<file path="config.mk">
export PLATFORM = sky130hd
export DESIGN_NAME = tx_arbiter
export DESIGN_NICKNAME = d
export VERILOG_FILES = /design/src/rtl/tx_arbiter.sv
export SDC_FILE = /design/constraint.sdc
export NUM_CORES = 1
export LEC_CHECK = 0
export CORE_MARGIN = 2
export CORE_UTILIZATION = 36
export DETAILED_ROUTE_END_ITERATION = 16
export HOLD_SLACK_MARGIN = 0.03
export PLACE_DENSITY = 0.81
export SLEW_MARGIN = 10
export SYNTH_ARGS = -nofsm -noshare
export SYNTH_HDL_FRONTEND = slang
export SYNTH_SLANG_ARGS = --single-unit
</file>
<file path="constraint.sdc">
create_clock -name Clk_S -period 2.3 [get_ports Clk_S]
set_clock_uncertainty 0.15 [all_clocks]
set_input_delay 0.345 -clock Clk_S [delete_from_list [all_inputs] [get_ports Clk_S]]
set_output_delay 0.345 -clock Clk_S [all_outputs]
set_load 0.02 [all_outputs]
</file>
<file path="src/rtl/tx_arbiter.sv">
// tx_arbiter: round-robin scheduler sharing one serial transmitter between
// NUM_REQ packet sources. It captures the winner's flit, drives the
// TX_Data/TX_Data_Valid handshake, follows TX_Ready through acceptance and
// completion, then pulses Ack for the winner.
// Optional feature: define TX_ARB_WATCHDOG_EN to abort a transfer that stays
// in SEND/WAIT_DONE for WD_LIMIT cycles (Tx_Err pulse, no Ack).
module tx_arbiter #(
    parameter int NUM_REQ  = 4,
    parameter int DATA_W   = 55,
    parameter int WD_LIMIT = 255
) (
    input  logic                       Clk_S,
    input  logic                       Rst_n,
    input  logic [NUM_REQ-1:0]         Req,
    input  logic [NUM_REQ*DATA_W-1:0]  Req_Data,
    output logic [NUM_REQ-1:0]         Ack,
    output logic [DATA_W-1:0]          TX_Data,
    output logic                       TX_Data_Valid,
    input  logic                       TX_Ready,
    output logic [$clog2(NUM_REQ)-1:0] Grant_Id,
    output logic                       Busy,
    output logic                       Tx_Err
);

    localparam int IDX_W = $clog2(NUM_REQ);

    typedef enum logic [1:0] {
        S_IDLE      = 2'd0,
        S_SEND      = 2'd1,
        S_WAIT_DONE = 2'd2
    } state_t;

    state_t              r_state;
    state_t              w_state_nxt;
    logic [IDX_W-1:0]    r_rr_ptr;
    logic [IDX_W-1:0]    w_rr_nxt;
    logic [IDX_W-1:0]    r_grant;
    logic [IDX_W-1:0]    w_grant_nxt;
    logic [DATA_W-1:0]   r_tx_data;
    logic [DATA_W-1:0]   w_data_nxt;
    logic                r_tx_valid;
    logic                w_valid_nxt;
    logic [NUM_REQ-1:0]  r_ack;
    logic [NUM_REQ-1:0]  w_ack_nxt;

    logic                w_found;
    logic [IDX_W-1:0]    w_winner;
    logic [IDX_W-1:0]    w_idx;
    logic [DATA_W-1:0]   w_win_data;

`ifdef TX_ARB_WATCHDOG_EN
    localparam int WD_W = $clog2(WD_LIMIT + 1);

    logic [WD_W-1:0]     r_wd_cnt;
    logic [WD_W-1:0]     w_wd_nxt;
    logic                r_tx_err;
    logic                w_err_nxt;
`endif

    // Round-robin search: first requester after the last winner, wrapping
    always_comb begin
        w_found  = 1'b0;
        w_winner = '0;
        w_idx    = '0;
        for (int k = 1; k <= NUM_REQ; k++) begin
            w_idx = IDX_W'((int'(r_rr_ptr) + k) % NUM_REQ);
            if (!w_found && Req[w_idx]) begin
                w_found  = 1'b1;
                w_winner = w_idx;
            end
        end
        w_win_data = Req_Data[int'(w_winner)*DATA_W +: DATA_W];
    end

    // Next-state and registered-output values for the transfer FSM
    always_comb begin
        w_state_nxt = r_state;
        w_rr_nxt    = r_rr_ptr;
        w_grant_nxt = r_grant;
        w_data_nxt  = r_tx_data;
        w_valid_nxt = r_tx_valid;
        w_ack_nxt   = '0;
`ifdef TX_ARB_WATCHDOG_EN
        w_err_nxt   = 1'b0;
        w_wd_nxt    = r_wd_cnt + 1'b1;
`endif
        case (r_state)
            S_IDLE: begin
                w_valid_nxt = 1'b0;
                // No arbitration while Ack is still being presented
                if (TX_Ready && w_found && (r_ack == '0)) begin
                    w_data_nxt  = w_win_data;
                    w_grant_nxt = w_winner;
                    w_rr_nxt    = w_winner;
                    w_valid_nxt = 1'b1;
                    w_state_nxt = S_SEND;
                end
            end
            S_SEND: begin
                // TX_Ready lags the transmitter, so only a sampled 0 means accepted
                if (!TX_Ready) begin
                    w_valid_nxt = 1'b0;
                    w_state_nxt = S_WAIT_DONE;
                end
            end
            S_WAIT_DONE: begin
                if (TX_Ready) begin
                    w_ack_nxt[r_grant] = 1'b1;
                    w_state_nxt        = S_IDLE;
                end
            end
            default: begin
                w_valid_nxt = 1'b0;
                w_state_nxt = S_IDLE;
            end
        endcase
`ifdef TX_ARB_WATCHDOG_EN
        if (w_state_nxt != r_state) begin
            w_wd_nxt = '0;
        end
        // Abort a transfer that has not progressed; rr_ptr keeps the winner
        if ((r_state != S_IDLE) && (w_state_nxt == r_state) &&
            (r_wd_cnt == WD_W'(WD_LIMIT - 1))) begin
            w_valid_nxt = 1'b0;
            w_err_nxt   = 1'b1;
            w_wd_nxt    = '0;
            w_state_nxt = S_IDLE;
        end
`endif
    end

    // State, round-robin pointer and transmitter handshake registers
    always_ff @(posedge Clk_S or negedge Rst_n) begin
        if (!Rst_n) begin
            r_state    <= S_IDLE;
            r_rr_ptr   <= IDX_W'(NUM_REQ - 1);
            r_grant    <= '0;
            r_tx_data  <= '0;
            r_tx_valid <= 1'b0;
            r_ack      <= '0;
        end else begin
            r_state    <= w_state_nxt;
            r_rr_ptr   <= w_rr_nxt;
            r_grant    <= w_grant_nxt;
            r_tx_data  <= w_data_nxt;
            r_tx_valid <= w_valid_nxt;
            r_ack      <= w_ack_nxt;
        end
    end

`ifdef TX_ARB_WATCHDOG_EN
    // Watchdog cycle counter and abort pulse
    always_ff @(posedge Clk_S or negedge Rst_n) begin
        if (!Rst_n) begin
            r_wd_cnt <= '0;
            r_tx_err <= 1'b0;
        end else begin
            r_wd_cnt <= w_wd_nxt;
            r_tx_err <= w_err_nxt;
        end
    end

    assign Tx_Err = r_tx_err;
`else
    assign Tx_Err = 1'b0;
`endif

    assign Ack           = r_ack;
    assign TX_Data       = r_tx_data;
    assign TX_Data_Valid = r_tx_valid;
    assign Grant_Id      = r_grant;
    assign Busy          = (r_state != S_IDLE);

endmodule

</file>
== Word-level counts from Yosys, hierarchy flattened ==
Index checks and enable logic that the tools add are counted.
Cells by class
  add/sub/neg operators: 4
  multipliers: 1
  divide/modulo/power cells: 0
  magnitude comparators: 6
  equal/unequal tests: 5
  shift-type cells: 1
  muxes and demuxes: 27
  bitwise logic cells: 1
  reduce and logical (&&, ||, !) cells: 15
Operators with widths (count)
  $shiftx 220x9->55: 1
  $lt 2x3->1 const B: 5
  $mux 2: 7
  $mux 1: 11
  $bmux 1 s2: 4
  $mul 2x6->8 const B: 1
  $mux 4: 2
  $logic_and 1x1->1: 6
  $ne 2x2->1 const B: 3
  $pmux 2 s3: 1
  $add 2x1->2 const B: 2
  $add 2x2->2 const B: 2
  $logic_not 4->1: 1
  $reduce_and 2->1: 2
  $logic_not 1->1: 3
  $pmux 1 s3: 1
  $reduce_and 3->1: 1
  $demux 1 s2: 1
  $eq 2x1->1 const B: 1
  $eq 2x2->1 const B: 1
  $ge 2x1->1 const B: 1
  $logic_not 2->1: 1
  $reduce_bool 2->1: 1
  $not 1->1: 1
Word-level totals
  register bits after elaboration: 66
  latch bits: 0
  memory bits (writable): 0
  ROM bits: 0
  input port bits: 227
  output and inout bits: 64
  memories kept: 0

== Depth between registers and ports, before layout ==
  word-level depth: 17
  mapped depth: 8
  gate-level depth less buffers: 5

== Worst setup path after synthesis ==
OpenSTA, ideal clock, no wires.
  path kind: reg-to-reg
  from: reg r_rr_ptr[1]
  to: reg r_tx_data[34] (netlist: TX_Data[34])
  library setup time: 0.132 ns
  arrival: 1.777 ns
  path slack: 0.242 ns
  cell stages (with the launch flop): 9
  buffers on the path: 3
  clock period less this slack: 2.058 ns
  cells stage by stage: dfstp_2 > buf_6 > mux2_4 > a22oi_2 > o21ai_2 > buf_6 > buf_6 > mux2i_1 > o221ai_2
On the way
  cells in the longest elaborated chain, start to end: 16
  elaborated cells between the ends (all ways): 31
  those cells by class: add/sub (4); mul (1); shift (1); mux (16); reduce/logical (9)
RTL lines
  start, declared: RTL line 35  | logic [IDX_W-1:0] r_rr_ptr;
  start signal, assigned: RTL line 136  | r_rr_ptr <= IDX_W'(NUM_REQ - 1);
  start signal, assigned: RTL line 143  | r_rr_ptr <= w_rr_nxt;
  branches (longest 16 deep; another with $add 2x1->2)
  end signal, assigned: RTL line 145  | r_tx_data <= w_data_nxt;
  end, declared: RTL line 39  | logic [DATA_W-1:0] r_tx_data;
Parallel ways; which one is timed is not known. The select of a mux whose other input is x is not followed.
A chain may end at the register's enable or synchronous reset.

== Worst setup path in the final report ==
  from: reg r_rr_ptr[1]
  to: reg r_tx_data[51] (netlist: TX_Data[51])
Same word-level chain as after synthesis.

==> out/metrics.cfg <==
[outcome]
status = finished clean

[power_and_ir_drop]
p_leak_nw = 3.270
vdd_drop_max_mv = 0.5745
pwr_density_cell_mw_per_mm2 = 1121

[synth]
ys_types = 31
synth_top_family_by_area = multiplexers
syn_avg_cell_area_um2 = 11.92
yosys_warnings = 0
synth_seq_area_share_pct = 38.24
synth_xor_area_share_pct = 0.2025
synth_mux_area_share_pct = 25.80
synth_compound_area_share_pct = 20.22
netlist_instances = 363
syn_area_mm2 = 0.004325
ys_ff_latch = 66
syn-num-nets = 590
netlist_top_cells_area = dfrtp_1, mux2i_1, o221ai_2, nand2_1, buf_6
yosysTopAreaCell = dfrtp_1
synth_top_area_share_pct = 37.03
synthAdderAreaFrac_pct = 0
synth-simple-area-share_pct = 8.013

[clock_network]
clk_latency_ns = 0.34
cts_tree = yes
cts_max_level = 3
clk_pin_slew_ns = 0.06
cts_sinks = 66
clock_tree.buffer_depth = 2
cts_root_buffer = clkbuf_16
cts_buffers = 9

[global_route]
antenna_found_initial = 0
gr-total-overflow = 0
grt_pass1_vias = 4509
grt_max_degree = 67
grtUsageMet1_pct = 24.12
grt_pass1_wl_mm = 22.88
gr-max-usage-layer = met2
grt_usage_pct = 22.84
grt_use_met3_pct = 6.004
met2_usage_pct = 42.67

[layout]
syn_to_final_growth_pct = 79.29
fin_nets = 880
n_antenna_cell = 0
instances_no_fill = 805
drive_above_1_share_pct = 15.81

[timing]
clock.fmax_mhz = 451.2
rsz0062_at_grt = false
min_period_ns = 2.216
setup_viol = 0
finalHoldViolations = 0
slew_viol_final = 0
timing.final.ws_setup_ns = 0.08353
fin_crit_sh_pct = 96.37

[critical_path]
cp-end-kind = register
r2r_start = r_rr_ptr[1]
crit_family = multiplexers
cp.required_ns = 2.36
setup.worst_path.start_class = register
arrival_ns = 2.28
reg2reg_setup_slack_ns = 0.08
reg2reg_depth = 7
worstSetupPathType = reg -> reg
worst-path-buf-inv = 2
path_cells = mux2_4 -> a22oi_2 -> o21ai_4 -> buf_12 -> clkbuf_16 -> mux2i_1 -> o221ai_2
worstReg2RegEnd = TX_Data[51]
slowest_stage = dfstp_2
critical_path.max_fanout = 29
cpPeakStageDelay_ns = 0.55

[placement]
port_buffers = 289
place_inst = 786
dp_slack_ns = -0.3222
gp_congestion = 0.8141
dp_hpwl_mm = 11.80

[routing]
drc = 0
vias_per_cell = 5.184
ant_nets = 0
via_count = 4173
wl_per_cell_um = 19.06
dr.first_iter.drc_count = 125
firstDrtPassIters = 4
totalWireLength_mm = 15.34

[min_path]
min_to = TX_Data[22]
holdPathStages = 2
hold_start = TX_Data[22]
hp-class = reg -> reg

[floorplan]
dieArea_mm2 = 0.01291
start_util_pct = 36.47
dieWidth_um = 113.6
fp-row-count = 40
coreArea_mm2 = 0.01186
die_height_um = 113.6
io_pins = 291

[run]
max-cap-violations = 0

==> timing repair <==
item	4_1_cts	5_1_grt
buffers inserted	0	1
setup endpoints to repair	0	30
hold buffers	1	0
hold endpoints to repair	64	0
resized for setup	0	9
==> flip-flops by register name, indices dropped and copies added, names as in the netlist <==
register and cells:
TX_Data 55, r_state 2, Ack 4, r_rr_ptr 2
Grant_Id 2, TX_Data_Valid 1
==> worst max-delay path by stage <==
stage           startpoint           to  slack (ns)  depth (start not counted)
2_1_floorplan  r_rr_ptr[1]  TX_Data[34]        0.24                          8
3_3_place_gp        Req[1]   TX_Data[2]       -0.19                          7
3_5_place_dp        Req[1]  TX_Data[32]       -0.32                          7
4_1_cts             Req[1]  TX_Data[33]        0.01                          7
5_1_grt        r_rr_ptr[1]   TX_Data[2]        0.02                          7
6_report       r_rr_ptr[1]  TX_Data[51]        0.08                          7
==> routing by layer <==
metal	vias up	routed length, um
met5	-	0
met4	0	432
met3	35	1306
met2	197	7978
met1	1994	5624
li1	1947	-
==> cells by family (layout without fill, tap and decap cells) <==
| group | Yosys count | count (layout) |
|---|---|---|
| mux | 111 | 111 |
| simple gates | 80 | 80 |
| compound gates | 67 | 67 |
| flops | 66 | 66 |
| buf+inv | 37 | 332 |
| other cells | 1 | 1 |
| xor+xnor | 1 | 1 |
==> stage by stage <==
step                      hold WS, ns  cell area [um^2]  power [mW]  TNS (ns)  util [%]
final                          0.3371              7755       8.694         0     65.38
after global placement         0.2407              7380       7.066    -6.066     62.22
after CTS                      0.3390              7694       8.668         0     64.86
after detailed placement       0.2413              7380       7.243    -11.00     62.22
after floorplan               -0.1006              4325       5.222         0         -
after global routing           0.3616              7755       9.167         0     65.38
==> layout by cell type (no fill, tap or decap), types with 2 or more instances in the layout <==
| master | n |
|---|---|
| a21oi_1 | 5 |
| buf_12 | 10 |
| buf_4 | 9 |
| clkbuf_16 | 10 |
| clkdlybuf4s50_1 | 287 |
| clkinv_4 | 2 |
| clkinvlp_4 | 3 |
| dfrtp_1 | 64 |
| dfstp_2 | 2 |
| inv_1 | 5 |
| mux2i_1 | 105 |
| mux2i_2 | 5 |
| nand2_1 | 63 |
| nor2_1 | 4 |
| nor2b_1 | 3 |
| nor3_1 | 5 |
| o21ai_0 | 2 |
| o221ai_1 | 5 |
| o221ai_2 | 50 |
==> synthesized netlist by cell type, drive strengths merged <==
cell and n:
inv 5, a21oi 5, a31o 1, dfstp 2, or4 1, conb 1, mux2 1, a2bb2oi 1
mux2i 110, nor2b 3, a22oi 1, or2 2, o21ai 3, buf 29, nand2 63, dfrtp 64
o221ai 55, nor3 5, xnor2 1, nor2 4, clkbuf 3, o22ai 1, nand2b 1, nand4 1
==> worst min-delay path: cells and delay by family (launching register included) <==
kind,cells,cell delay [ns]
AND/OR/NAND/NOR,1,0.06
flip-flops,1,0.34
AO/OA/AOI/OAI,1,0.05
==> cell type report <==
cell class | count | area [um^2]
inverters | 5 | 18.77
fillers | 918 | 4106
clock inverters | 7 | 78.83
multi-input cells | 260 | 2386
repair buffers | 311 | 3208
clock buffers | 9 | 225.2
well taps | 147 | 183.9
flip-flops and latches | 66 | 1654
==> report_power, final <==
| group | internal (mW) | switching, mW |
|---|---|---|
| Combinational | 2.63 | 2.63 |
| Sequential | 1.71 | 0.326 |
| Clock | 0.846 | 0.548 |
No activity file was read; power rests on OpenSTA's default activity.
